File: src/rtl/inst_queue.sv
// Instruction buffer between the instruction-memory stage and decode.
// In-order {pc, inst} FIFO with a registered head and a flush from execute.
module inst_queue #(
    parameter int unsigned DEPTH = 4,
    parameter int unsigned AW    = 2
) (
    input  logic          clk,
    input  logic          rst,
    input  logic          valid_i,
    output logic          ready_o,
    input  logic [31:0]   pc_i,
    input  logic [31:0]   inst_i,
    output logic          valid_ro,
    input  logic          ready_i,
    output logic [31:0]   pc_ro,
    output logic [31:0]   inst_ro,
    input  logic          jump_taken_i,
    output logic [AW:0]   count_o
);

    localparam logic [AW:0] L_FULL = (AW+1)'(DEPTH);

    logic [63:0]   r_mem [DEPTH];
    logic [AW-1:0] r_wr_ptr;
    logic [AW-1:0] r_rd_ptr;
    logic [AW:0]   r_count;

    logic          w_push;
    logic          w_pop;
    logic [63:0]   w_head;

    // Handshake outputs are functions of state only, so no input reaches them combinationally.
    assign ready_o  = (r_count != L_FULL);
    assign valid_ro = (r_count != '0);
    assign count_o  = r_count;

    assign w_push = valid_i & ready_o & ~jump_taken_i;
    assign w_pop  = valid_ro & ready_i & ~jump_taken_i;

    assign w_head  = r_mem[r_rd_ptr];
    assign pc_ro   = valid_ro ? w_head[63:32] : '0;
    assign inst_ro = valid_ro ? w_head[31:0]  : '0;

    always_ff @(posedge clk) begin
        if (w_push) begin
            r_mem[r_wr_ptr] <= {pc_i, inst_i};
        end
    end

    always_ff @(posedge clk or negedge rst) begin
        if (!rst) begin
            r_wr_ptr <= '0;
            r_rd_ptr <= '0;
            r_count  <= '0;
        end else if (jump_taken_i) begin
            r_wr_ptr <= '0;
            r_rd_ptr <= '0;
            r_count  <= '0;
        end else begin
            if (w_push) begin
                r_wr_ptr <= r_wr_ptr + 1'b1;
            end
            if (w_pop) begin
                r_rd_ptr <= r_rd_ptr + 1'b1;
            end
            case ({w_push, w_pop})
                2'b10:   r_count <= r_count + 1'b1;
                2'b01:   r_count <= r_count - 1'b1;
                default: r_count <= r_count;
            endcase
        end
    end

endmodule

File: config.mk
export PLATFORM = sky130hd
export DESIGN_NAME = inst_queue
export DESIGN_NICKNAME = d
export VERILOG_FILES = /design/src/rtl/inst_queue.sv
export SDC_FILE = /design/constraint.sdc
export NUM_CORES = 1
export LEC_CHECK = 0
export BUFFER_PORTS_ARGS = -buffer_cell sky130_fd_sc_hd__buf_2
export CORE_UTILIZATION = 54
export CTS_BUF_LIST = sky130_fd_sc_hd__clkbuf_8
export CTS_CLUSTER_DIAMETER = 30
export DETAILED_ROUTE_END_ITERATION = 10
export GPL_TIMING_DRIVEN = 0
export PLACE_DENSITY = 0.79
export RECOVER_POWER = 50
export SLEW_MARGIN = 5
export SYNTH_ARGS = -nofsm -noshare
export SYNTH_HDL_FRONTEND = slang
export SYNTH_SLANG_ARGS = --single-unit
File: constraint.sdc
create_clock -name clk -period 3.3 [get_ports clk]
set_clock_uncertainty 0.2 [all_clocks]
set_input_delay 0.495 -clock clk [delete_from_list [all_inputs] [get_ports clk]]
set_output_delay 0.495 -clock clk [all_outputs]
set_load 0.01 [all_outputs]
==> metrics.txt, run 1 <==
# TYPE chip_impl_metric gauge
chip_impl_info{name="outcome",value="finished clean"} 1
chip_impl_info{name="min-delay-path-class",value="in2reg"} 1
chip_impl_metric{name="yosys_warnings",unit=""} 0
chip_impl_metric{name="power.static_leakage",unit="nW"} 4.39
chip_impl_metric{name="h-tree-depth",unit=""} 2
chip_impl_metric{name="diodes",unit=""} 0
chip_impl_metric{name="clock_power_share",unit="%"} 34.1
chip_impl_info{name="source_of_the_critical_timing_path",value="count_o[0]$_DFFE_PN0P_"} 1
chip_impl_metric{name="numClockSinks",unit=""} 263
chip_impl_metric{name="final.setup.tns",unit="ns"} 0
chip_impl_metric{name="design_power_total",unit="W"} 0.00799
chip_impl_metric{name="cts.repair.resized",unit=""} 0
chip_impl_info{name="yosys_most_used_dff",value="edfxtp_1"} 1
chip_impl_metric{name="fp.dieArea",unit="um2"} 19500
chip_impl_metric{name="cts.path.max_buffers",unit=""} 3
chip_impl_metric{name="vias_per_cell",unit=""} 5.46
chip_impl_metric{name="timing.final.max_slew_violations",unit=""} 0
chip_impl_metric{name="asyncSetResetFlopFracSynth",unit="%"} 2.66
chip_impl_metric{name="num_vias",unit=""} 5387
chip_impl_info{name="clk_root_buffer_cell",value="clkbuf_8"} 1
chip_impl_metric{name="critPathMaxFanout",unit=""} 10
chip_impl_metric{name="max_freq",unit="GHz"} 0.322
chip_impl_metric{name="post-cts-setup-buffer-count",unit=""} 0
chip_impl_metric{name="drt_pre_antenna_iters",unit=""} 4
chip_impl_metric{name="design.core.area",unit="um2"} 18300
chip_impl_metric{name="synth_cells",unit=""} 468
chip_impl_metric{name="number_of_distinct_library_cells_after_synthesis",unit=""} 34
chip_impl_info{name="setup.worst_path.end",value="inst_ro[11]"} 1
chip_impl_info{name="tritoncts",value="built"} 1
chip_impl_metric{name="grt_usage",unit="%"} 20.9
chip_impl_metric{name="grt_pass1_vias",unit=""} 5905
chip_impl_metric{name="tightestPinTransition",unit="ns"} 1.03
chip_impl_metric{name="place.port_buffers",unit=""} 136
chip_impl_info{name="critical_path.reg2reg.endpoint",value="r_mem[1][60]$_DFFE_PP_"} 1
chip_impl_metric{name="cts-buffers-inserted",unit=""} 46
chip_impl_metric{name="place_hpwl",unit="mm"} 12.0
chip_impl_metric{name="flops_latches_synth",unit=""} 263
chip_impl_metric{name="initial_utilization",unit="%"} 56.0
chip_impl_metric{name="cts.clk_slew.worst_paths",unit="ns"} 0.06
chip_impl_metric{name="worst_slack",unit="ns"} 0.190
chip_impl_metric{name="cp_data_arrival_time",unit="ns"} 2.41
chip_impl_metric{name="vert_die_dim",unit="um"} 140
chip_impl_metric{name="swShare",unit="%"} 24.9
chip_impl_metric{name="ant_nets",unit=""} 0
chip_impl_metric{name="place_ws",unit="ns"} 0.479
chip_impl_metric{name="synth-seq-area-share",unit="%"} 76.9
chip_impl_metric{name="die_width",unit="um"} 140
chip_impl_metric{name="worst-r2r-setup-slack",unit="ns"} 0.32
chip_impl_metric{name="drt_drc_violations_left",unit=""} 0
chip_impl_metric{name="ir_worst_vdd",unit="uV"} 450
chip_impl_info{name="critPathCaptureType",value="output pin"} 1
chip_impl_metric{name="detail_route.wirelength",unit="mm"} 19.4
chip_impl_metric{name="worst_ep_required_time",unit="ns"} 2.60
chip_impl_metric{name="seq_power_share",unit="%"} 47.9
chip_impl_metric{name="finalHoldViolCount",unit=""} 0
chip_impl_metric{name="clk-insertion-delay-late",unit="ns"} 0.52
chip_impl_metric{name="drv.max_cap_violation_count",unit=""} 0
chip_impl_metric{name="p_int",unit="W"} 0.00600
chip_impl_metric{name="worst_slew_margin_relative_to_its_limit",unit="%"} 31.1
chip_impl_metric{name="place.gp.congestion",unit=""} 0.797
chip_impl_info{name="worst_setup_path_start_kind",value="flip-flop"} 1
chip_impl_metric{name="power_frac_comb",unit="%"} 17.9
chip_impl_metric{name="rr_worst_depth",unit=""} 5
chip_impl_metric{name="finalSetupViolations",unit=""} 0
chip_impl_info{name="grt_setup_unrepaired",value="false"} 1
chip_impl_metric{name="power_per_cell_area",unit="nW/um2"} 627
chip_impl_metric{name="num-nets-final",unit=""} 795
chip_impl_metric{name="post_drt_wl_per_cell",unit="um"} 19.6
chip_impl_metric{name="post_synth_edffs",unit=""} 256
chip_impl_metric{name="dr.first_iter.drc_count",unit=""} 262
chip_impl_metric{name="mappedNetlistNets",unit=""} 542
chip_impl_metric{name="final.period_utilization",unit="%"} 94.2
chip_impl_metric{name="gr-total-overflow",unit=""} 0
chip_impl_metric{name="num_rows",unit=""} 49
chip_impl_metric{name="grt_max_degree",unit=""} 55
chip_impl_metric{name="post_route_cells_drive_above_1_share",unit="%"} 28.7
chip_impl_info{name="timing.setup.critical_path_class",value="reg2out"} 1
chip_impl_metric{name="antenna_violations_before_repair",unit=""} 0
chip_impl_metric{name="syn2layout_area_growth",unit="%"} 24.6
chip_impl_metric{name="global_route_wire_length_before_repair",unit="mm"} 30.9
chip_impl_metric{name="top_level_ports",unit=""} 138
chip_impl_metric{name="synthesis.area_per_instance",unit="um2"} 21.8
chip_impl_info{name="timing.rr.start",value="count_o[0]$_DFFE_PN0P_"} 1
chip_impl_metric{name="layout_min_cycle_time",unit="ns"} 3.11
chip_impl_metric{name="switchingPower",unit="W"} 0.00199
chip_impl_metric{name="netlist_area",unit="um2"} 10200
chip_impl_metric{name="finish.utilization",unit="%"} 69.7
[routing by layer]
metal / global-route usage, % / routed length, um
met2: 36.0 / 10100
met5: 0 / 0
met3: 5.13 / 1230
met4: 6.94 / 407
met1: 26.3 / 7620
[state kept, by name, summed over array words and instances (netlist names)]
signal / cells
r_wr_ptr: 2
r_rd_ptr: 2
r_mem: 256
count_o: 3
[logic make-up after synthesis]
group / after synthesis / synth area share [%]
XOR/XNOR: 3 / 0.257
AND/OR/NAND/NOR: 85 / 5.18
AO/OA/AOI/OAI: 16 / 1.13
multiplexers: 65 / 14.2
adder cells (fa/ha/maj): 5 / 0.685
flip-flops: 263 / 76.9
buffers and inverters: 31 / 1.65
[stage by stage]
stage | std cells | hold slack (ns) | area [um2]
after floorplan | 468 | -0.000591 | 10200
after global placement | 833 | 0.141 | 11200
after detailed placement | 837 | 0.150 | 11300
after CTS | 986 | 0.115 | 12800
after global routing | 986 | 0.168 | 12700
final | 986 | 0.170 | 12700
[cell type report]
cell class / instances / area [um2]
fill: 1220 / 5530
multi-input combinational: 174 / 2190
sequential: 263 / 7860
clock buffer: 48 / 661
inverter: 5 / 18.8
timing repair buffer: 205 / 1360
tap: 229 / 287
buffer: 26 / 150
clock inverter: 36 / 209
[worst min path at each step]
| stage | from | endpoint | cells after the start |
|---|---|---|---|
| global placement | rst | r_wr_ptr[1]$_DFFE_PN0P_ | 1 |
| CTS | rst | count_o[2]$_DFFE_PN0P_ | 2 |
| floorplan | rst | count_o[0]$_DFFE_PN0P_ | 0 |
| finish | jump_taken_i | r_rd_ptr[1]$_DFFE_PN0P_ | 2 |
| global route | jump_taken_i | r_rd_ptr[1]$_DFFE_PN0P_ | 2 |
| detailed placement | rst | r_wr_ptr[1]$_DFFE_PN0P_ | 1 |
[placed cells by master, fill, tap and decap left out, types with 2 or more instances in the layout]
master           n
ha_1             4
a21oi_1          3
o21ai_0          2
inv_1           17
clkbuf_8        48
and2_1          65
dfrtp_1          7
clkbuf_1        77
buf_16           4
o311ai_0         2
xor2_1           3
a31oi_1          2
bufinv_16        2
dlygate4sd3_1   65
buf_2           79
clkinv_1        12
edfxtp_1       256
clkinvlp_4       2
nor2_1           5
buf_6            5
mux4_2          64
nand3b_1         2
and2_4           2
nand3_1          2
clkinv_2         7
nor3_1           2
[critical path, cell delays in order (launching register included)]
cell      delay (ns)
dfrtp_1         0.42
buf_2           0.20
or3_1           0.39
clkbuf_2        0.24
clkbuf_1        0.28
and2_1          0.22
buf_2           0.14
[synthesized netlist by cell type (all sizes together), types with 3 or more instances]
cell type	number	area, um2
edfxtp	256	7690
and2	68	425
mux4	64	1440
buf	16	111
clkbuf	10	38.8
dfrtp	7	175
inv	5	18.8
nor2	5	18.8
ha	4	50.1
a21oi	3	15.0
xor2	3	26.3
[power groups by stage]
| stage | Clock, W | Sequential (W) | Combinational [W] |
|---|---|---|---|
| after floorplan | 0 | 0.00389 | 0.000887 |
| after global placement | 0 | 0.00390 | 0.00136 |
| after detailed placement | 0 | 0.00390 | 0.00141 |
| after CTS | 0.00280 | 0.00383 | 0.00147 |
| after global routing | 0.00294 | 0.00383 | 0.00155 |
| final | 0.00273 | 0.00383 | 0.00143 |
[repair_timing]
action | in CTS | in global routing
hold buffers | 65 | 0
endpoints found under the hold margin | 263 | 0
setup endpoints to repair | 0 | 0
Note: power is estimated with default switching activity, not from simulation.
==> inputs of run 2 (changes only) <==
Settings changed: CORE_UTILIZATION 54 to 59, PLACE_DENSITY 0.79 to 0.81.
Clock period 3.3 ns to 3.47 ns, I/O delays scaled along.
==> run 2 against run 1 <==
Against the previous run:
- global-route usage grew 2.5 points
- non-clock buffer count unchanged
- flip-flop and latch count is the same
- first-iteration DRC count is 45% higher
- die area fell by 8.4%
- sequential power decreased by 5%
- critical endpoint is now pc_ro[3]
- largest power group unchanged
==> metrics.txt, run 2 (synthesis gave the netlist of run 1 again) <==
# TYPE chip_impl_metric gauge
chip_impl_info{name="outcome",value="finished clean"} 1
chip_impl_metric{name="design.core.area",unit="um2"} 16800
chip_impl_metric{name="cts_hold_buf",unit=""} 65
chip_impl_metric{name="drt_pre_antenna_iters",unit=""} 4
chip_impl_metric{name="layout_min_cycle_time",unit="ns"} 3.12
chip_impl_metric{name="vert_die_dim",unit="um"} 134
chip_impl_metric{name="dr.first_iter.drc_count",unit=""} 381
chip_impl_metric{name="dp.cells",unit=""} 828
chip_impl_metric{name="finalSetupViolations",unit=""} 0
chip_impl_metric{name="clk-insertion-delay-late",unit="ns"} 0.54
chip_impl_metric{name="place_ws",unit="ns"} 0.668
chip_impl_metric{name="ir_worst_vdd",unit="uV"} 431
chip_impl_metric{name="num_rows",unit=""} 47
chip_impl_metric{name="cts-buffers-inserted",unit=""} 46
chip_impl_metric{name="fp.dieArea",unit="um2"} 17900
chip_impl_metric{name="vias_per_cell",unit=""} 5.53
chip_impl_metric{name="ant_nets",unit=""} 0
chip_impl_metric{name="power_per_cell_area",unit="nW/um2"} 612
chip_impl_metric{name="drv.max_cap_violation_count",unit=""} 0
chip_impl_metric{name="num-nets-final",unit=""} 795
chip_impl_metric{name="global_route_wire_length_before_repair",unit="mm"} 31.1
chip_impl_info{name="top_signal_layer_used",value="met4"} 1
chip_impl_info{name="path_cells",value="buf_2 > or3_1 > clkbuf_2 > clkbuf_1 > and2_1 > buf_2"} 1
chip_impl_info{name="timing.setup.critical_path_class",value="reg2out"} 1
chip_impl_metric{name="initial_utilization",unit="%"} 61.0
chip_impl_metric{name="worst_ep_required_time",unit="ns"} 2.75
chip_impl_metric{name="tightestPinTransition",unit="ns"} 0.928
chip_impl_info{name="min-delay-path-class",value="in2reg"} 1
chip_impl_metric{name="met2RoutedLength",unit="mm"} 10.5
chip_impl_metric{name="max_stage_delay",unit="ns"} 0.42
chip_impl_info{name="most-common-layout-cells",value="edfxtp_1, buf_2, clkbuf_1"} 1
chip_impl_metric{name="post_route_cells_drive_above_1_share",unit="%"} 29.4
chip_impl_metric{name="layoutNonFillerInstCount",unit=""} 974
chip_impl_info{name="critPathSlowestCell",value="dfrtp_1"} 1
chip_impl_metric{name="finish.utilization",unit="%"} 76.2
chip_impl_metric{name="numClockSinks",unit=""} 263
chip_impl_metric{name="grt_max_degree",unit=""} 41
chip_impl_metric{name="cp_data_arrival_time",unit="ns"} 2.40
chip_impl_info{name="most_common_cell_after_layout_fill_and_taps_aside",value="edfxtp_1"} 1
chip_impl_metric{name="gr-total-overflow",unit=""} 0
chip_impl_metric{name="h-tree-depth",unit=""} 2
chip_impl_metric{name="place_hpwl",unit="mm"} 11.8
chip_impl_metric{name="detail_route.wirelength",unit="mm"} 19.7
chip_impl_metric{name="area_of_combinational_cells_with_multiple_inputs",unit="um2"} 2190
chip_impl_metric{name="timing.final.max_slew_violations",unit=""} 0
chip_impl_info{name="critical-path-top-delay-family",value="buffers and inverters"} 1
chip_impl_metric{name="worst_slew_margin_relative_to_its_limit",unit="%"} 38.1
chip_impl_metric{name="final.period_utilization",unit="%"} 90.0
chip_impl_metric{name="post-cts-setup-buffer-count",unit=""} 0
chip_impl_metric{name="antenna_violations_before_repair",unit=""} 0
chip_impl_metric{name="route.layer.met1.wl",unit="mm"} 7.54
chip_impl_metric{name="cts.path.max_buffers",unit=""} 3
chip_impl_metric{name="top_level_ports",unit=""} 138
chip_impl_info{name="registers.top_by_ff_count",value="r_mem"} 1
chip_impl_metric{name="post_drt_wl_per_cell",unit="um"} 20.2
chip_impl_metric{name="final-seq-area",unit="um2"} 7860
chip_impl_info{name="tritoncts",value="built"} 1
chip_impl_metric{name="die_width",unit="um"} 134
chip_impl_metric{name="diodes",unit=""} 0
chip_impl_metric{name="critical_path.n_buffers_inverters",unit=""} 4
chip_impl_metric{name="max_freq",unit="GHz"} 0.320
chip_impl_metric{name="finalHoldViolCount",unit=""} 0
chip_impl_info{name="critPathCaptureType",value="output pin"} 1
chip_impl_metric{name="critPathMaxFanout",unit=""} 10
chip_impl_metric{name="cts.repair.resized",unit=""} 0
chip_impl_metric{name="design_power_total",unit="W"} 0.00782
chip_impl_info{name="worst_setup_path_start_kind",value="flip-flop"} 1
chip_impl_info{name="clk_root_buffer_cell",value="clkbuf_8"} 1
chip_impl_metric{name="layout.filler_cells",unit=""} 999
chip_impl_metric{name="syn2layout_area_growth",unit="%"} 24.9
chip_impl_metric{name="drt_drc_violations_left",unit=""} 0
chip_impl_metric{name="grt_pass1_vias",unit=""} 6011
chip_impl_metric{name="largest_register_ff_count",unit=""} 256
chip_impl_metric{name="cts.clk_slew.worst_paths",unit="ns"} 0.06
chip_impl_metric{name="num_vias",unit=""} 5388
chip_impl_info{name="cpMostUsedCell",value="buf_2"} 1
chip_impl_metric{name="place.port_buffers",unit=""} 136
chip_impl_metric{name="worst_slack",unit="ns"} 0.345
chip_impl_metric{name="met3WireLength",unit="mm"} 1.42
chip_impl_info{name="grt_setup_unrepaired",value="false"} 1
chip_impl_metric{name="place.gp.congestion",unit=""} 0.850
chip_impl_metric{name="power.static_leakage",unit="nW"} 4.38
chip_impl_metric{name="grt_usage",unit="%"} 23.5
run 2: cell types whose count changed in the layout (fill, tap and decap cells not counted), moves of 2 or more:
cell,previous run,this run
and2_2,0,2
buf_12,0,3
buf_16,4,1
bufinv_16,2,5
clkinvlp_4,2,4
inv_1,17,12
run 2: layout make-up:
class	count	share of cell area, %
Sequential cell	263	61.6
Multi-Input combinational cell	174	17.2
Timing Repair Buffer	205	10.4
Clock buffer	47	5.07
Clock inverter	34	2.22
Tap cell	220	2.16
Buffer	26	1.18
Inverter	5	0.147
run 2: worst paths after layout:
kind                       cells past startpoint  slack, ns                    start                 endpoint
min in group asynchronous                      2       0.22                      rst   count_o[0]$_DFFE_PN0P_
setup / recovery                               6       0.35   count_o[0]$_DFFE_PN0P_                 pc_ro[3]
setup reg to reg                               5       0.50   count_o[0]$_DFFE_PN0P_   r_mem[1][53]$_DFFE_PP_
hold / removal                                 2       0.18             jump_taken_i  r_rd_ptr[1]$_DFFE_PN0P_
max in group asynchronous                      2       2.54                      rst  r_rd_ptr[0]$_DFFE_PN0P_
hold reg to reg                                2       0.41  r_wr_ptr[1]$_DFFE_PN0P_  r_wr_ptr[1]$_DFFE_PN0P_
run 2: worst register-to-register path: stages (launching register included):
cell and delay (ns):
dfrtp_1 0.40, buf_2 0.25, nor3b_1 0.12, nor3_1 0.46
and2_2 0.87, buf_12 0.31
run 2: metal layers:
metal  global-route usage, %  vias up
met5                       0        -
met1                    29.3     2691
met4                    8.08        0
met3                    5.10       32
met2                    40.9      248
li1                        -     2417
run 2: power by group:
part	switching (W)	internal, W	total (W)
combinational	0.000692	0.000663	0.00136
clock	0.00119	0.00164	0.00282
sequential	0.0000355	0.00360	0.00364
run 2: stage by stage:
step                area, um2  hold WS, ns  setup TNS, ns
floorplan               10200       0.0249              0
global placement        11200        0.161        -258.40
detailed placement      11300        0.167              0
CTS                     12900        0.123              0
global route            12800        0.202              0
finish                  12800        0.177              0
==> inputs of run 3 (changes only) <==
Settings changed: REMOVE_ABC_BUFFERS from default to 1.
==> run 3 against run 2 <==
Against the previous run:
- cell count shrank 3.3%
- critical endpoint is now pc_ro[24]
- power is 2.7% lower
- register-to-register slack got worse by 0.05 ns
- combinational power down 5%
- clock power is 7.1% lower
- routed wire length shrank 3.0%
- flip-flop and latch count is the same
==> metrics.txt, run 3 (synthesis gave the netlist of run 1 again) <==
# TYPE chip_impl_metric gauge
chip_impl_metric{name="initial_utilization",unit="%"} 61.0
chip_impl_metric{name="ant_nets",unit=""} 0
chip_impl_metric{name="finish.utilization",unit="%"} 75.0
chip_impl_metric{name="grt_max_degree",unit=""} 44
chip_impl_info{name="outcome",value="finished clean"} 1
chip_impl_metric{name="worst_slew_margin_relative_to_its_limit",unit="%"} 45.1
chip_impl_metric{name="power.static_leakage",unit="nW"} 4.27
chip_impl_metric{name="global_route_wire_length_before_repair",unit="mm"} 29.4
chip_impl_metric{name="cts.clk_slew.worst_paths",unit="ns"} 0.06
chip_impl_metric{name="h-tree-depth",unit=""} 2
chip_impl_metric{name="num-nets-final",unit=""} 763
chip_impl_metric{name="place_hpwl",unit="mm"} 10.6
chip_impl_metric{name="drv.max_cap_violation_count",unit=""} 0
chip_impl_info{name="critPathCaptureType",value="output pin"} 1
chip_impl_metric{name="clk-insertion-delay-late",unit="ns"} 0.53
chip_impl_metric{name="final.period_utilization",unit="%"} 91.6
chip_impl_metric{name="vert_die_dim",unit="um"} 134
chip_impl_metric{name="cts-buffers-inserted",unit=""} 42
chip_impl_metric{name="grt_pass1_vias",unit=""} 5521
chip_impl_info{name="most_common_cell_after_layout_fill_and_taps_aside",value="edfxtp_1"} 1
chip_impl_metric{name="tightestPinTransition",unit="ns"} 0.823
chip_impl_metric{name="detail_route.wirelength",unit="mm"} 19.1
chip_impl_metric{name="die_width",unit="um"} 134
chip_impl_metric{name="num_vias",unit=""} 5269
chip_impl_metric{name="numClockSinks",unit=""} 263
chip_impl_info{name="most-common-layout-cells",value="edfxtp_1, clkbuf_1, buf_2"} 1
chip_impl_metric{name="syn2layout_area_growth",unit="%"} 23.0
chip_impl_info{name="source_of_the_critical_timing_path",value="count_o[0]$_DFFE_PN0P_"} 1
chip_impl_metric{name="place.gp.congestion",unit=""} 0.760
chip_impl_info{name="critical_path.reg2reg.endpoint",value="r_mem[0][15]$_DFFE_PP_"} 1
chip_impl_metric{name="top_level_ports",unit=""} 138
chip_impl_metric{name="drt_drc_violations_left",unit=""} 0
chip_impl_metric{name="power_per_cell_area",unit="nW/um2"} 604
chip_impl_metric{name="finalSetupViolations",unit=""} 0
chip_impl_info{name="timing.rr.start",value="count_o[0]$_DFFE_PN0P_"} 1
chip_impl_metric{name="post_drt_wl_per_cell",unit="um"} 20.3
chip_impl_metric{name="gr-total-overflow",unit=""} 0
chip_impl_metric{name="dr.first_iter.drc_count",unit=""} 331
chip_impl_metric{name="worst-r2r-setup-slack",unit="ns"} 0.45
chip_impl_metric{name="layout_min_cycle_time",unit="ns"} 3.18
chip_impl_info{name="min-delay-path-class",value="in2reg"} 1
chip_impl_metric{name="ir_worst_vdd",unit="uV"} 404
chip_impl_metric{name="rr_worst_depth",unit=""} 4
chip_impl_metric{name="fp.dieArea",unit="um2"} 17900
chip_impl_metric{name="design.core.area",unit="um2"} 16800
chip_impl_metric{name="largest_register_ff_count",unit=""} 256
chip_impl_metric{name="grt_usage",unit="%"} 22.1
chip_impl_metric{name="critPathMaxFanout",unit=""} 36
chip_impl_info{name="tritoncts",value="built"} 1
chip_impl_metric{name="max_freq",unit="GHz"} 0.314
chip_impl_metric{name="timing.final.max_slew_violations",unit=""} 0
chip_impl_info{name="worst_setup_path_start_kind",value="flip-flop"} 1
chip_impl_info{name="registers.top_by_ff_count",value="r_mem"} 1
chip_impl_info{name="timing.setup.critical_path_class",value="reg2out"} 1
chip_impl_metric{name="drt_pre_antenna_iters",unit=""} 5
chip_impl_metric{name="cts.path.max_buffers",unit=""} 3
chip_impl_metric{name="hold_depth",unit=""} 2
chip_impl_metric{name="antenna_violations_before_repair",unit=""} 1
chip_impl_metric{name="vias_per_cell",unit=""} 5.59
chip_impl_metric{name="num_rows",unit=""} 47
chip_impl_metric{name="layoutNonFillerInstCount",unit=""} 942
chip_impl_metric{name="layout.filler_cells",unit=""} 998
chip_impl_metric{name="finalHoldViolCount",unit=""} 0
chip_impl_metric{name="hold_ws",unit="ns"} 0.0930
chip_impl_metric{name="worst_ep_required_time",unit="ns"} 2.75
chip_impl_metric{name="post_route_cells_drive_above_1_share",unit="%"} 28.0
chip_impl_info{name="holdCritStartpoint",value="jump_taken_i"} 1
chip_impl_metric{name="place.port_buffers",unit=""} 137
chip_impl_metric{name="dp.cells",unit=""} 806
chip_impl_info{name="min_to",value="r_wr_ptr[0]$_DFFE_PN0P_"} 1
chip_impl_info{name="clk_root_buffer_cell",value="clkbuf_8"} 1
chip_impl_info{name="grt_setup_unrepaired",value="false"} 1
chip_impl_metric{name="cp_data_arrival_time",unit="ns"} 2.46
-- run 3: cell type report --
cell class | instances | area, um2 | share of cell area [%]
clock inverter | 31 | 231 | 1.84
tap | 220 | 275 | 2.19
sequential | 263 | 7870 | 62.6
antenna | 1 | 2.50 | 0.0199
clock buffer | 45 | 619 | 4.92
multi-input combinational | 174 | 2200 | 17.5
inverter | 5 | 18.8 | 0.149
timing repair buffer | 203 | 1360 | 10.8
-- run 3: worst max-delay path by stage --
stage / endpoint / slack [ns] / cells past startpoint
3_3_place_gp: pc_ro[26] / -1.91 / 3
3_5_place_dp: r_mem[1][48]$_DFFE_PP_ / 0.47 / 5
4_1_cts: inst_ro[20] / 0.07 / 4
5_1_grt: pc_ro[8] / 0.17 / 4
2_1_floorplan: inst_ro[0] / -0.68 / 2
6_report: pc_ro[24] / 0.29 / 4
-- run 3: worst max-delay path, stage by stage (launching register included) --
cell	delay, ns
dfrtp_1	0.53
or3_2	0.80
buf_12	0.29
and2_1	0.17
buf_2	0.14
-- run 3: stage by stage --
| step | worst slack [ns] | area (um2) | total power (W) | setup TNS, ns |
|---|---|---|---|---|
| 5_1_grt | 0.174 | 12600 | 0.00790 | 0 |
| 3_5_place_dp | 0.474 | 11200 | 0.00500 | 0 |
| 4_1_cts | 0.0714 | 12600 | 0.00767 | 0 |
| 3_3_place_gp | -1.91 | 11000 | 0.00499 | -402.07 |
| 6_report | 0.290 | 12600 | 0.00760 | 0 |
| 2_1_floorplan | -0.684 | 10100 | 0.00451 | -44.11 |
-- run 3: layer usage --
metal	wire length (um)	GRT usage [%]	vias up
li1	-	-	2356
met1	7760	28.6	2689
met2	9930	37.6	189
met3	1130	5.06	35
met4	300	7.01	0
met5	0	0	-
-- run 3: report_power, final --
part | switching (W) | leakage (nW) | internal (W)
clock | 0.00113 | 0.477 | 0.00150
sequential | 0.0000832 | 2.41 | 0.00360
combinational | 0.000638 | 1.38 | 0.000655
-- run 3: what timing repair did --
item | 4_1_cts | 5_1_grt
buffers inserted | 0 | 1
endpoints found under the setup margin | 0 | 13
resized for setup | 0 | 0
hold endpoints to repair | 231 | 0
hold buffers | 58 | 0
